## config.mk

```make
export PLATFORM = sky130hd
export DESIGN_NAME = mult_x
export DESIGN_NICKNAME = d
export VERILOG_FILES = /design/src/rtl/mult_x.sv
export SDC_FILE = /design/constraint.sdc
export NUM_CORES = 1
export LEC_CHECK = 0
export ABC_AREA = 1
export BUFFER_PORTS_ARGS = -buffer_cell sky130_fd_sc_hd__buf_4
export CORE_MARGIN = 10
export CORE_UTILIZATION = 57
export CTS_BUF_LIST = sky130_fd_sc_hd__clkbuf_8
export DETAILED_ROUTE_END_ITERATION = 10
export GPL_TIMING_DRIVEN = 1
export PLACE_DENSITY = 0.79
export SLEW_MARGIN = 20
export SYNTH_ARGS = -nofsm -noshare
export SYNTH_HDL_FRONTEND = slang
export SYNTH_SLANG_ARGS = --single-unit
```

## constraint.sdc

```tcl
create_clock -name clk -period 9 [get_ports clk]
set_input_delay 0.9 -clock clk [delete_from_list [all_inputs] [get_ports clk]]
set_output_delay 0.9 -clock clk [all_outputs]
set_load 0.02 [all_outputs]
```

## src/rtl/mult_x.sv

```systemverilog
// Two-stage unsigned multiply-add: out = (A*B + C) mod 2^WIRE, with a valid qualifier and an overflow flag.
// The product array is a shift-and-add of A, one row per multiplier bit. C is the seed of the row chain.
module mult_x #(
  parameter int unsigned WIRE = 8
) (
  input  logic            clk,
  input  logic            rst,
  input  logic [WIRE-1:0] A,
  input  logic [WIRE-1:0] B,
  input  logic [WIRE-1:0] C,
  input  logic            in_valid,
  output logic [WIRE-1:0] out,
  output logic            out_valid,
  output logic            ovf
);

  localparam int unsigned SW = 2 * WIRE + 1;

  logic [WIRE-1:0] a_q, b_q, c_q;
  logic            vld1_q;
  logic [WIRE-1:0] out_q, out_d;
  logic            ovf_q, ovf_d;
  logic            vld2_q;

  logic [SW-1:0]   a_ext;
  logic [SW-1:0]   sum;

  // Stage 1 captures every cycle; in_valid only travels alongside the data.
  always_ff @(posedge clk or posedge rst) begin
    if (rst) begin
      a_q    <= '0;
      b_q    <= '0;
      c_q    <= '0;
      vld1_q <= 1'b0;
    end else begin
      a_q    <= A;
      b_q    <= B;
      c_q    <= C;
      vld1_q <= in_valid;
    end
  end

  assign a_ext = {{(SW - WIRE){1'b0}}, a_q};

  always_comb begin
    sum = {{(SW - WIRE){1'b0}}, c_q};
    for (int i = 0; i < WIRE; i++) begin
      if (b_q[i]) sum = sum + (a_ext << i);
    end
  end

  assign out_d = sum[WIRE-1:0];
  assign ovf_d = |sum[SW-1:WIRE];

  always_ff @(posedge clk or posedge rst) begin
    if (rst) begin
      out_q  <= '0;
      ovf_q  <= 1'b0;
      vld2_q <= 1'b0;
    end else begin
      out_q  <= out_d;
      ovf_q  <= ovf_d;
      vld2_q <= vld1_q;
    end
  end

  assign out       = out_q;
  assign ovf       = ovf_q;
  assign out_valid = vld2_q;

endmodule

```

## After elaboration in Yosys (flattened, before gate mapping)

Index checks and enable logic that the tools add are counted.

| operators by class | value |
|---|---|
| $add $sub $neg | 8 |
| mux-type cells | 8 |
| reduce and logical (&&, ||, !) cells | 1 |

Operator list:

| cell | number |
|---|---|
| $mux 17 | 8 |
| $add 17x10->17 | 1 |
| $add 17x11->17 | 1 |
| $add 17x12->17 | 1 |
| $add 17x13->17 | 1 |
| $add 17x14->17 | 1 |
| $add 17x15->17 | 1 |
| $add 17x9->17 | 1 |
| $add 8x8->9 | 1 |
| $reduce_or 9->1 | 1 |

| word-level totals | value |
|---|---|
| output and inout port bits | 10 |
| flip-flop bits (word level) | 35 |
| bits of input ports | 27 |

## Depth between registers and ports, before layout

| logic depth | value |
|---|---|
| word-level depth | 17 |
| gate-level depth with buffers | 73 |
| gate-level depth less buffers | 73 |

## Worst setup path after synthesis

OpenSTA, ideal clock, no wires.

| timing path | value |
|---|---|
| path type | flip-flop to flip-flop |
| start point | register a_q[0] |
| end point | register ovf_q (netlist: ovf) |
| period minus slack after synthesis | 8,764 ps |
| arrival | 8,644 ps |
| library setup time | 121 ps |
| cell stages (with the launch flop) | 59 |
| path buffers | 0 |
| path slack | 236 ps |
| path through | dfrtp_1 ha_1 fa_1 xor2_1 nand2_1 o21a_1 inv_1 ha_1 nand3_1 nand2_2 xnor2_1 o21ai_2 ha_1 or2_1 nand2_1 xor2_1 or2_2 nand2_1 [... 23 more ...] nand2_1 a21oi_1 xor2_1 nand2_1 and2_1 ha_1 nand2_1 or2_1 nand3_1 nand2_1 nand2_1 nand4_1 nand2_1 nand3_1 nand2_1 nand3_1 a21oi_1 nand2_1 |

| between the ends | value |
|---|---|
| word-level cells in the longest chain between the ends | 17 |

Ends and longest elaborated chain:

| item | RTL line | RTL |
|---|---|---|
| from (decl) | 19 | `logic [WIRE-1:0] a_q, b_q, c_q;` |
| from (signal assigned) | 31 | `a_q <= '0;` |
| from (signal assigned) | 36 | `a_q <= A;` |
| $add 8x8->9 | 48 | `if (b_q[i]) sum = sum + (a_ext << i);` |
| $mux 17 | 48 |  |
| $add 17x9->17 | 48 |  |
| $mux 17 | 48 |  |
| $add 17x10->17 | 48 |  |
| $mux 17 | 48 |  |
| $add 17x11->17 | 48 |  |
| $mux 17 | 48 |  |
| [... 2 more ...] | n/a |  |
| $add 17x13->17 | 48 |  |
| $mux 17 | 48 |  |
| $add 17x14->17 | 48 |  |
| $mux 17 | 48 |  |
| $add 17x15->17 | 48 |  |
| $mux 17 (*) | 48 |  |
| $reduce_or 9->1 (*) | 53 | `assign ovf_d = \|sum[SW-1:WIRE];` |
| via ovf_d | 22 | `logic ovf_q, ovf_d;` |
| to (signal assigned) | 62 | `ovf_q <= ovf_d;` |
| to (decl) | 22 |  |

The timed path passes the listed nets; every way through them passes the cells marked *.

## Worst setup path after layout

Ends and elaborated chain as after synthesis.

==> reports/qor.csv <==
metric;value;unit
WP data required;9.20;ns
post-synth cell types;38;
Lkg Pwr;0.00336;uW
RR Startpoint;a_q[0];
Area Growth Syn to Fin;39.0;%
CP Max Fanout;5;
die width;112;um
area leader, netlist;dfrtp_1;
Hold WS;0.357;ns
commonest non-fill, non-tap cells in the layout;nand2_1 (178), buf_4 (101), inv_1 (84);
drt wl/cell;17.1;um
fill cell count;514;
Port Buf Inserts;36;
height of the die;112;um
fin. max-slew vios;0;
hold crit path type;reg -> reg;
Area contributors post-synth;dfrtp_1 (18%), ha_1 (17%), nand2_1 (17%), nand3_1 (9.5%), inv_1 (7.8%);
RD Place Congestion;0.928;
RSZ-0062 raised after global routing;yes;
sequential-to-total area share from yosys stat;0.183;
CTS tree;done;
Hold Crit Depth;0;
Ys Warns;0;
# DRC;0;
share of layout cells above drive strength 1;0.385;
Hold Crit Start;vld1_q;
Crit. Startpoint;a_q[0];
status;completed;
CTS H-tree depth;2;
CP Class;reg -> reg;
worst vdd ir;0.148;mV
hpwl dp;10200;um
CTS root buffer;clkbuf_8;
Setup violations, final;0;
WP data arrival;9.15;ns
Top Ports;37;
Ant. Diodes;0;
placed instance area;0.00533;mm2
fin area;0.00664;mm2
insertion delay to the later sink of the worst-skew pair;0.31;ns
All-Layer GR Usage;0.205;
Net count, final;919;
launching element type of the critical path;register;
Max-Cap Viols;0;
first-pass GRT wire length;21900;um
Pwr Total;1570;uW
vias in the first global route;4792;
CTS Sinks;35;
Hold Vio Cnt, Final;0;
DRT iter0 DRCs;480;
Die Area;0.0124;mm2
routed via count;5409;
Routed WL;15800;um
synthesis-stage register bit count;35;
r2r setup slk;0.05;ns
Crit-path slowest cell;fa_2;
Slew headroom;0.634;
cell with the most instances on the worst path;nand2_1;
largest net degree at the start of global routing;36;
GRT Residual Overflow;0;
Post-Syn Instances;719;
syn nets;820;
CTS clock-pin slew for the worst setup and hold paths;0.08;ns
initial antenna violation count;0;
post-DR vias/cell;5.85;
Clock Skew;0.0175;ns
Worst Tran Pin Value;0.549;ns
final worst setup slack;0.0500;ns
Synth top area share;0.183;
antenna viol nets, final;0;
Worst Reg-to-Reg Cells;60;
starting density of the core;0.585;
pre-CTS setup slack;-0.327;ns
core area;0.00818;mm2
row cnt;33;
Mean Syn Cell Area;6.65;um2
P per Cell Area;236;mW/mm2
most common cell after layout, fill and taps aside;nand2_1;
Critical R2R Capture;ovf;
CTS Buf Count;5;
Min-Delay Endpoint;out_valid;
Synth Cell Area;0.00478;mm2
Crit. End Element;register;
crit-path max cell delay;0.42;ns
min cycle time layout;8.95;ns
maximum buffer depth of the clock tree;2;
drt pass-1 iters;7;
Max Fclk;0.112;GHz
final critical-path share of the clock period;0.994;
## kinds of logic after synthesis
logic type               count (synthesis)  synth area share
AND/OR/NAND/NOR                        403             0.388
buffers and inverters                  113            0.0927
AO/OA/AOI/OAI                           76            0.0966
adder cells (fa/ha/maj)                 74             0.206
flip-flops                              35             0.183
XOR/XNOR                                18            0.0330
## critical path, delay by kind of cell (launching register included)
family                   cells  cell delay (ns)
AND/OR/NAND/NOR             31             3.15
adder cells (fa/ha/maj)     10             2.92
AO/OA/AOI/OAI                8             1.03
XOR/XNOR                     4             0.71
buffers and inverters        7             0.60
flip-flops                   1             0.40
## per-layer routing
metal	vias to the layer above	track usage	wire (um)
li1	2558	-	-
met1	2539	0.254	6300
met2	255	0.356	7810
met3	57	0.0295	1140
met4	0	0.0617	582
met5	-	0	0
## where the power goes
group          total (uW)  internal, uW  switching (uW)
registers             186           173            12.9
clock network         152          84.0            67.8
logic                1230           560             671
total                1570           817             751
## cells in the mapped netlist, drive strengths merged
| cell type | instances |
|---|---|
| nor3 | 4 |
| a21oi | 42 |
| xnor2 | 6 |
| o21a | 3 |
| a211oi | 1 |
| nand3b | 6 |
| dfrtp | 35 |
| nand4 | 15 |
| nor2 | 25 |
| and2 | 14 |
| o21bai | 5 |
| or2 | 16 |
| o311ai | 1 |
| buf | 6 |
| a21o | 1 |
| o21ai | 19 |
| ha | 66 |
| inv | 101 |
| o31ai | 1 |
| xor2 | 12 |
| nand3 | 100 |
| nand2 | 223 |
| o211ai | 1 |
| clkbuf | 4 |
| fa | 8 |
| a31oi | 2 |
| clkinv | 2 |
## timing repair
item,CTS,global route
endpoints found under the hold margin,0,0
endpoints found under the setup margin,1,1
setup buffers,3,36
hold buffers,0,0
resized for setup,32,151
pin swaps,5,103
## how the worst max path moves through the flow
stage	to	slack (ns)
CTS	ovf	0.0006
floorplan	ovf	0.24
finish	ovf	0.05
detailed placement	ovf	-0.33
global placement	ovf	0.03
global route	ovf	-0.53
## area by class of cell
cell class,count,area (um2),area share
Multi-Input combinational cell,571,4350,0.655
Sequential cell,35,877,0.132
Timing Repair Buffer,102,769,0.116
Inverter,103,394,0.0593
Tap cell,105,131,0.0198
Clock buffer,5,68.8,0.0104
Clock inverter,3,47.5,0.00716
## per-stage QoR
step | util | std cells | setup TNS [ns]
5_1_grt | 0.813 | 924 | -0.527
3_5_place_dp | 0.652 | 877 | -0.327
4_1_cts | 0.699 | 888 | 0
6_report | 0.813 | 924 | 0
3_3_place_gp | 0.652 | 877 | 0
2_1_floorplan | - | 719 | 0
## flip-flops by register name, summed over array words and instances (netlist names)
signal	cells
ovf	1
c_q	8
b_q	8
vld1_q	1
a_q	8
out	8
out_valid	1
Note: power is estimated with default switching activity, not from simulation.
